## src/rtl/tfb_pkg.sv

```systemverilog
// Shared definitions for the text frame buffer: fill-engine states and the
// control codes recognised on the cursor write path.
package tfb_pkg;

    typedef enum logic [1:0] {
        IDLE      = 2'd0,
        CLEAR_ALL = 2'd1,
        CLEAR_ROW = 2'd2
    } tfb_state_e;

    localparam logic [7:0] CH_LF = 8'h0A;
    localparam logic [7:0] CH_CR = 8'h0D;

endpackage

```

## src/rtl/text_frame_buffer_char_ram.sv

```systemverilog
// Simple dual-port character store: one write port, one registered read-first
// read port. Structured so synthesis maps it onto block RAM.
module char_ram #(
    parameter int DEPTH = 64,
    parameter int WIDTH = 8,
    parameter int AW    = $clog2(DEPTH)
) (
    input  logic             clk,
    input  logic             rst,
    input  logic             we,
    input  logic [AW-1:0]    waddr,
    input  logic [WIDTH-1:0] wdata,
    input  logic [AW-1:0]    raddr,
    output logic [WIDTH-1:0] rdata
);

    logic [WIDTH-1:0] mem [DEPTH];
    logic [WIDTH-1:0] rdata_d;
    logic [WIDTH-1:0] rdata_q;

    always_ff @(posedge clk) begin
        if (we) begin
            mem[waddr] <= wdata;
        end
    end

    always_comb begin
        rdata_d = mem[raddr];
    end

    // Read register samples the array before this edge's write lands.
    always_ff @(posedge clk) begin
        if (rst) begin
            rdata_q <= '0;
        end else begin
            rdata_q <= rdata_d;
        end
    end

    assign rdata = rdata_q;

endmodule

```

## src/rtl/text_frame_buffer.sv

```systemverilog
// Character frame buffer: CPU direct/cursor writes, hardware scroll via row
// rotation, fill engine for clears, registered rotated read path.
module text_frame_buffer
    import tfb_pkg::*;
#(
    parameter int                COLS      = 16,
    parameter int                ROWS      = 4,
    parameter int                CHAR_W    = 8,
    parameter logic [CHAR_W-1:0] FILL_CHAR = CHAR_W'(8'h20),
    parameter int                ADDR_W    = $clog2(ROWS * COLS)
) (
    input  logic                     clk,
    input  logic                     rst,
    input  logic                     wr_en,
    input  logic [ADDR_W-1:0]        wr_addr,
    input  logic [CHAR_W-1:0]        wr_char,
    input  logic                     put_en,
    input  logic [CHAR_W-1:0]        put_char,
    input  logic                     scroll_req,
    input  logic                     clear_req,
    output logic                     busy,
    input  logic [ADDR_W-1:0]        rd_addr,
    output logic [CHAR_W-1:0]        rd_char,
    output logic [$clog2(ROWS)-1:0]  cur_row,
    output logic [$clog2(COLS)-1:0]  cur_col
);

    localparam int CELLS = ROWS * COLS;
    localparam int RW    = $clog2(ROWS);
    localparam int CW    = $clog2(COLS);
    localparam int AW1   = ADDR_W + 1;

    localparam logic [ADDR_W:0]   CELLS_L      = AW1'(CELLS);
    localparam logic [ADDR_W-1:0] LAST_CELL    = ADDR_W'(CELLS - 1);
    localparam logic [ADDR_W-1:0] LAST_ROW_LA  = ADDR_W'((ROWS - 1) * COLS);
    localparam logic [ADDR_W-1:0] LAST_COL_CNT = ADDR_W'(COLS - 1);
    localparam logic [RW-1:0]     LAST_ROW     = RW'(ROWS - 1);
    localparam logic [CW-1:0]     LAST_COL     = CW'(COLS - 1);

    tfb_state_e        state_q, state_d;
    logic [ADDR_W-1:0] fill_q, fill_d;
    logic [RW-1:0]     top_row_q, top_row_d;
    logic [RW-1:0]     row_q, row_d;
    logic [CW-1:0]     col_q, col_d;
    logic              busy_q, busy_d;
    logic              rd_oob_q, rd_oob_d;

    logic              we;
    logic [ADDR_W-1:0] waddr;
    logic [CHAR_W-1:0] wdata;
    logic [ADDR_W-1:0] rd_phys;
    logic [ADDR_W-1:0] top_base;
    logic [ADDR_W-1:0] cur_lin;
    logic [CHAR_W-1:0] ram_rdata;
    logic              adv;
    logic              do_scroll;

    // Rotation as (logical + top_row*COLS) mod CELLS; both operands are below
    // CELLS, so one conditional subtract is enough and no divider is needed.
    function automatic logic [ADDR_W-1:0] to_phys(input logic [ADDR_W-1:0] la,
                                                   input logic [ADDR_W-1:0] base);
        logic [ADDR_W:0] s;
        s = {1'b0, la} + {1'b0, base};
        if (s >= CELLS_L) begin
            s = s - CELLS_L;
        end
        return s[ADDR_W-1:0];
    endfunction

    always_comb begin
        top_base = ADDR_W'(top_row_q) * ADDR_W'(COLS);
        cur_lin  = ADDR_W'(row_q) * ADDR_W'(COLS) + ADDR_W'(col_q);
    end

    always_comb begin
        state_d   = state_q;
        fill_d    = fill_q;
        top_row_d = top_row_q;
        row_d     = row_q;
        col_d     = col_q;
        we        = 1'b0;
        waddr     = '0;
        wdata     = FILL_CHAR;
        adv       = 1'b0;
        do_scroll = 1'b0;

        case (state_q)
            CLEAR_ALL: begin
                we    = 1'b1;
                waddr = fill_q;
                if (fill_q == LAST_CELL) begin
                    state_d = IDLE;
                    fill_d  = '0;
                end else begin
                    fill_d = fill_q + 1'b1;
                end
            end
            CLEAR_ROW: begin
                we    = 1'b1;
                waddr = to_phys(LAST_ROW_LA + fill_q, top_base);
                if (fill_q == LAST_COL_CNT) begin
                    state_d = IDLE;
                    fill_d  = '0;
                end else begin
                    fill_d = fill_q + 1'b1;
                end
            end
            default: begin
                if (clear_req) begin
                    top_row_d = '0;
                    row_d     = '0;
                    col_d     = '0;
                    fill_d    = '0;
                    state_d   = CLEAR_ALL;
                end else if (scroll_req) begin
                    do_scroll = 1'b1;
                end else if (put_en) begin
                    if (put_char == CHAR_W'(CH_LF)) begin
                        col_d = '0;
                        adv   = 1'b1;
                    end else if (put_char == CHAR_W'(CH_CR)) begin
                        col_d = '0;
                    end else begin
                        we    = 1'b1;
                        waddr = to_phys(cur_lin, top_base);
                        wdata = put_char;
                        if (col_q == LAST_COL) begin
                            col_d = '0;
                            adv   = 1'b1;
                        end else begin
                            col_d = col_q + 1'b1;
                        end
                    end
                end else if (wr_en && ({1'b0, wr_addr} < CELLS_L)) begin
                    we    = 1'b1;
                    waddr = to_phys(wr_addr, top_base);
                    wdata = wr_char;
                end

                if (adv) begin
                    if (row_q != LAST_ROW) begin
                        row_d = row_q + 1'b1;
                    end else begin
                        do_scroll = 1'b1;
                    end
                end

                // The cursor write above still uses the pre-scroll rotation.
                if (do_scroll) begin
                    top_row_d = (top_row_q == LAST_ROW) ? '0 : top_row_q + 1'b1;
                    fill_d    = '0;
                    state_d   = CLEAR_ROW;
                end
            end
        endcase

        busy_d   = (state_d != IDLE);
        rd_oob_d = ({1'b0, rd_addr} >= CELLS_L);
        rd_phys  = rd_oob_d ? '0 : to_phys(rd_addr, top_base);
    end

    always_ff @(posedge clk) begin
        if (rst) begin
            state_q   <= CLEAR_ALL;
            fill_q    <= '0;
            top_row_q <= '0;
            row_q     <= '0;
            col_q     <= '0;
            busy_q    <= 1'b1;
            rd_oob_q  <= 1'b0;
        end else begin
            state_q   <= state_d;
            fill_q    <= fill_d;
            top_row_q <= top_row_d;
            row_q     <= row_d;
            col_q     <= col_d;
            busy_q    <= busy_d;
            rd_oob_q  <= rd_oob_d;
        end
    end

    char_ram #(
        .DEPTH (CELLS),
        .WIDTH (CHAR_W),
        .AW    (ADDR_W)
    ) u_ram (
        .clk   (clk),
        .rst   (rst),
        .we    (we && !rst),
        .waddr (waddr),
        .wdata (wdata),
        .raddr (rd_phys),
        .rdata (ram_rdata)
    );

    assign rd_char = rd_oob_q ? FILL_CHAR : ram_rdata;
    assign busy    = busy_q;
    assign cur_row = row_q;
    assign cur_col = col_q;

endmodule
```

## config.mk

```make
export PLATFORM = sky130hd
export DESIGN_NAME = text_frame_buffer
export DESIGN_NICKNAME = d
export VERILOG_FILES = /design/src/rtl/tfb_pkg.sv /design/src/rtl/text_frame_buffer_char_ram.sv /design/src/rtl/text_frame_buffer.sv
export SDC_FILE = /design/constraint.sdc
export NUM_CORES = 1
export LEC_CHECK = 0
export BUFFER_PORTS_ARGS = -buffer_cell sky130_fd_sc_hd__buf_2
export CORE_UTILIZATION = 29
export DETAILED_ROUTE_END_ITERATION = 16
export PLACE_DENSITY = 0.42
export REMOVE_ABC_BUFFERS = 1
export SLEW_MARGIN = 15
export SYNTH_ARGS = -nofsm -noshare
export SYNTH_HDL_FRONTEND = slang
export SYNTH_SLANG_ARGS = --single-unit
```

## constraint.sdc

```tcl
create_clock -name clk -period 5 [get_ports clk]
set_input_delay 1 -clock clk [delete_from_list [all_inputs] [get_ports clk]]
set_output_delay 1 -clock clk [all_outputs]
set_load 0.05 [all_outputs]
```

Yosys cells after proc, flatten, opt, wreduce, memory -nomap -nowiden
Memory sizes are Yosys's and may differ from the RTL's. A register that Yosys moved wholly into a read port is not among the register bits.
Index checks and enable logic that the tools add are counted.

storage, ports and cells
  output and inout bits = 15
  memories = 1
  bits in writable memories = 512
  register bits after elaboration = 17
  word-level logic and storage cells = 106

memory list
  name       words  width  rd ports  clocked after Yosys merged registers in  wr ports  RTL line                          text
  u_ram.mem  64     8      1         1                                        1         text_frame_buffer_char_ram.sv:17  logic [WIDTH-1:0] mem [DEPTH];

cells by class
  eq/ne operators = 10
  reductions and logical operators = 9
  order comparisons = 4
  add/sub/neg operators = 14
  bitwise logic cells = 1
  mux-type cells = 61

operator list
  cell                                                  count
  2-to-1 mux 6 bit                                      14
  2-to-1 mux 8 bit                                      7
  adder 6 x 6 -> 7 bit                                  4
  >= comparator 7 bit (second input constant)           4
  2-to-1 mux 4 bit                                      6
  case mux 6 bit (2 select lines)                       2
  subtractor 6 x 1 -> 6 bit (second input constant)     4
  2-to-1 mux 1 bit                                      21
  2-to-1 mux 2 bit                                      10
  equality test 8 x 4 -> 1 bit (second input constant)  2
  adder 6 x 1 -> 6 bit (second input constant)          1
  adder 6 x 4 -> 6 bit                                  1
  adder 6 bit (first input constant)                    1
  equality test 6 x 4 -> 1 bit (second input constant)  1
  equality test 6 bit (second input constant)           1
  nonzero test 2 bit                                    3
  adder 2 x 1 -> 2 bit (second input constant)          2
  adder 4 x 1 -> 4 bit (second input constant)          1
  equality test 2 bit (second input constant)           2
  equality test 4 bit (second input constant)           1
  case mux 2 bit (2 select lines)                       1
  nonzero test 4 bit                                    1
  AND reduction 3 bit                                   1
  equality test 2 x 1 -> 1 bit (second input constant)  1
  7 further kinds                                       7

Logic depth before layout (Yosys ltp)
  depth in word-level cells = 13
  mapped depth = 10
  mapped depth without buffers = 7

Modules after synthesis
Synthesis repeated with hierarchy kept, for this count alone.

unflattened totals
  cells, all modules = 1133
  area total of the unflattened synthesis = 21688.3 um2

by module, submodules not included
  module             cells each  times used  area an instance (um2)
  char_ram           938         1           20155.6
  text_frame_buffer  195         1           1532.7

Worst setup path after synthesis
OpenSTA, ideal clock, no wires.

  path kind = input to register
  from = in put_char[4]
  to = mem u_ram.mem[0][5] (data pin)
  setup time = 0.702 ns
  path slack = -0.117 ns
  data arrival time = 4.416 ns
  cell stages on the path = 4
  buffers on the path = 0
  path through = or3b_1 > a211oi_2 > nor3_1 > o21ai_0

on the way
  cells in the longest elaborated chain, start to end = 7
  elaborated cells between the ends (all ways) = 8
  those cells by class = 2 x eq/ne; 6 x mux

RTL lines
  item                          RTL line                          text
  from (decl)                   text_frame_buffer.sv:18           input logic [CHAR_W-1:0] put_char,
  equality test 8 x 4 -> 1 bit  text_frame_buffer.sv:121          end else if (put_char == CHAR_W'(CH_CR)) begin
  2-to-1 mux 8 bit              text_frame_buffer.sv:121
  2-to-1 mux 8 bit *            text_frame_buffer.sv:118          if (put_char == CHAR_W'(CH_LF)) begin
  2-to-1 mux 8 bit *            text_frame_buffer.sv:117          end else if (put_en) begin
  2-to-1 mux 8 bit *            text_frame_buffer.sv:115          end else if (scroll_req) begin
  2-to-1 mux 8 bit *            text_frame_buffer.sv:109          if (clear_req) begin
  2-to-1 mux 8 bit *            text_frame_buffer.sv:87           case (state_q)
  named net u_ram.wdata[5]      text_frame_buffer_char_ram.sv:12  input logic [WIDTH-1:0] wdata,
  to (decl)                     text_frame_buffer_char_ram.sv:17

The timed path passes the listed nets; every way through them passes the cells marked *.

Final worst setup path
  from = reg state_q[0]
  to = mem u_ram.mem[55][0] (enable)

on the way
  cells in the longest elaborated chain, start to end = 6
  elaborated cells between the ends (all ways) = 8
  those cells by class = 2 x eq/ne; 4 x mux; 2 x reduce/logical

RTL lines
  item                                                                        RTL line                          text
  from (decl)                                                                 text_frame_buffer.sv:40           tfb_state_e state_q, state_d;
  from (signal assigned)                                                      text_frame_buffer.sv:172          state_q <= state_d;
  equality test 2 bit / equality test 2 x 1 -> 1 bit (equally long branches)  text_frame_buffer.sv:87
  OR reduction 2 bit (no line)                                                --
  2-to-1 mux 1 bit                                                            text_frame_buffer.sv:87
  logical AND 1 bit                                                           text_frame_buffer.sv:189          .we (we && !rst),
  2-to-1 mux 1 bit                                                            text_frame_buffer_char_ram.sv:22  if (we) begin
  2-to-1 mux 1 bit (implied by the code)                                      text_frame_buffer_char_ram.sv:23  mem[waddr] <= wdata;

Several ways; a longest one is shown, not always the timed one.

==> impl_metrics.ini <==
[floorplanning]
ios = 49
die_h_microns = 275.7
start_util_pct = 29.52
fp.dieW_microns = 275.7
row_count = 99
die_area_sq_mm = 0.07599
core-area_sq_mm = 0.07358

[clock_tree]
root_buffer = clkbuf_16
cts_setup_buffers = 0
insertion_delay_ps = 620
cts_resized = 0
cts_tree = built
cts_sinks = 537
path_clk_slew_ps = 60
cts_hold_buf = 0
clockBufferDepth = 3
htree_levels = 2
cts_made_buffers = 57

[timing]
finalSetupViolations = 0
finClkSkew_ps = 22.01
final.min_clock_period_ps = 3797
grt_setup_unrepaired = false
fin_setup_tns_ps = 0
slew_headroom_pct = 24.28
worst_slack_ps = 1203
worstMarginPinSlew_ps = 1127
hold_viol_final = 0
fin_crit_sh_pct = 75.93
max_freq_mhz = 263.4
slew_violations = 0

[cells_and_area]
diodes = 0
finalInstanceArea_sq_mm = 0.02563
regArea_sq_mm = 0.01588
n_fill_cell = 6994
drive_gt1_share_pct = 28.83
area_growth_pct = 18.00
fin_cells = 2329
multi_input_comb_area_sq_mm = 0.005628
fin_nets = 1367

[grt]
grtUsageTotal_pct = 16.29
grt_pass1_vias = 12010
grt_pass1_wl_microns = 87930
grt_max_degree = 65
grt_overflow = 0
antenna_found_initial = 0

[synth]
synth_area_per_cell_sq_um = 18.31
synth_seq_area_share_pct = 73.09
mappedNetlistArea_sq_mm = 0.02172
synth_simple_gate_area_share_pct = 6.319
async_reset_ff_share_pct = 0
synth-edff-count = 512
postSynthCellCount = 1186
synth_xor_area_share_pct = 0.3687
ys_types = 63
ys_top_cells_by_count = 512 x edfxtp_1, 112 x mux4_2, 64 x nor3_1, 43 x nand2_1, 41 x clkbuf_1
synth_top_family_by_area = multiplexers
synth.area.top_cells = edfxtp_1 71%, mux4_2 12%, dfxtp_1 2.3%
yosys.area.top_type = edfxtp_1
yosys_register_bits = 537
muxShareOfSynthArea_pct = 13.14
synth_compound_area_share_pct = 4.845
synthAdderAreaFrac_pct = 0.6913
yosysMostFrequentCell = edfxtp_1
synth-main-ff-cell = edfxtp_1
synth-warning-count = 0
synth_top_area_share_pct = 70.79

[critical_path]
cp-end-kind = register
path_max_fanout = 10
crit_type = register to register
arrival_ps = 4030
cp.required_ps = 5230
startpoint_type = register

[place]
post-place-ws_ps = 653.6
dpl.hpwl_microns = 39600
placed_area_sq_mm = 0.02373
port_buffers = 48
place.gp.congestion = 0.7957
dp.cells = 2221

[route]
drt-met1-wl_microns = 28490
dr.pass1.iters = 5
totalWireLength_microns = 60980
vias_per_cell = 5.003
drc = 0
drt_iter0_markers = 1042
antenna_left = 0
wl_met2_microns = 28660
top_layer = met4
routedWlPerCell_microns = 26.18
via_count = 11650
wl_met3_microns = 2419

[run_status]
outcome = complete, no violations

[worst_hold_path]
hold_class = register to register

[job]
drv_cap = 0

[power_and_ir_drop]
p_leak_nw = 8.954
peakVddDrop_mv = 0.2524
power.density_mw_per_mm2 = 409.8
power_mw = 10.50
cell usage in the layout (no fill, tap or decap), types with 9 or more instances in the layout:
cell	Yosys	final
a211oi_1	11	11
a21oi_1	12	12
a22oi_1	23	23
a31oi_1	15	15
buf_2	13	45
buf_4	0	98
clkbuf_16	0	59
clkinv_1	1	15
clkinv_2	0	17
dfxtp_1	25	25
edfxtp_1	512	512
ha_1	12	12
inv_1	9	9
mux2_2	9	9
mux2i_1	23	23
mux4_2	112	112
nand2_1	43	43
nand2b_1	16	16
nand3_1	29	29
nor2_1	30	23
nor2b_1	28	28
nor3_1	64	53
nor3_2	10	21
o21ai_0	16	15
o22ai_1	25	25
layout make-up:
type	instances	share of cell area, %
clock buffers	67	5.878
clock inverters	41	1.367
inverters	10	0.1465
multi-input cells	568	21.96
flip-flops and latches	537	61.94
well taps	959	4.682
repair buffers	147	4.028
logic make-up (layout without fill, tap and decap cells):
family,after synthesis,count (layout)
xor gates and xnor gates,6,6
buffers and inverters,81,265
AOI/OAI and AO/OA,149,149
and+or+nand+nor,257,257
DFF,537,537
adders and majority gates,12,12
muxes,144,144
state kept, by name, summed over array words and instances (netlist names):
| register | flops |
|---|---|
| busy | 1 |
| cur_col | 4 |
| cur_row | 2 |
| fill_q | 6 |
| state_q | 2 |
| top_row_q | 2 |
| u_ram.mem | 512 |
| u_ram.rdata | 8 |
worst max-delay path, cell delays in order, from the launching register on:
cell and delay, ps:
dfxtp_1 370, inv_1 70, ha_1 300, buf_4 180, nor2b_1 140, buf_4 160, nand2_1 120, nor3_1 530
o21ai_1 510, nor3_1 1030
power by group:
part | leakage, nW | internal, mW | switching [mW] | total, mW
registers | 5.64 | 5.04 | 0.0478 | 5.09
logic | 2.40 | 0.370 | 0.821 | 1.19
clock network | 0.919 | 2.45 | 1.77 | 4.22
total | 8.95 | 7.87 | 2.63 | 10.5
per-layer routing:
layer,track usage (%),vias to the layer above
li1,-,5167
met1,22.99,6146
met2,26.01,257
met3,2.384,82
met4,4.769,0
met5,0,-
path summary, 6_finish.rpt:
check | startpoint | to | slack (ps) | cells past startpoint
max | state_q[0]$_SDFF_PP1_ | u_ram.mem[55][0]$_DFFE_PP_ | 1200 | 9
min | cur_row[1]$_SDFFE_PP0P_ | cur_row[1]$_SDFFE_PP0P_ | 520 | 2
max reg2reg | state_q[0]$_SDFF_PP1_ | u_ram.mem[55][0]$_DFFE_PP_ | 1200 | 9
min reg2reg | cur_row[1]$_SDFFE_PP0P_ | cur_row[1]$_SDFFE_PP0P_ | 520 | 2
stage by stage:
step                      util (%)  hold slack (ps)
after floorplan                  -            482.6
after global placement       32.23            500.5
after detailed placement     32.25            506.1
after CTS                    34.77            517.0
after global routing         34.83            554.3
final                        34.83            516.0
No activity file was read; power rests on OpenSTA's default activity.
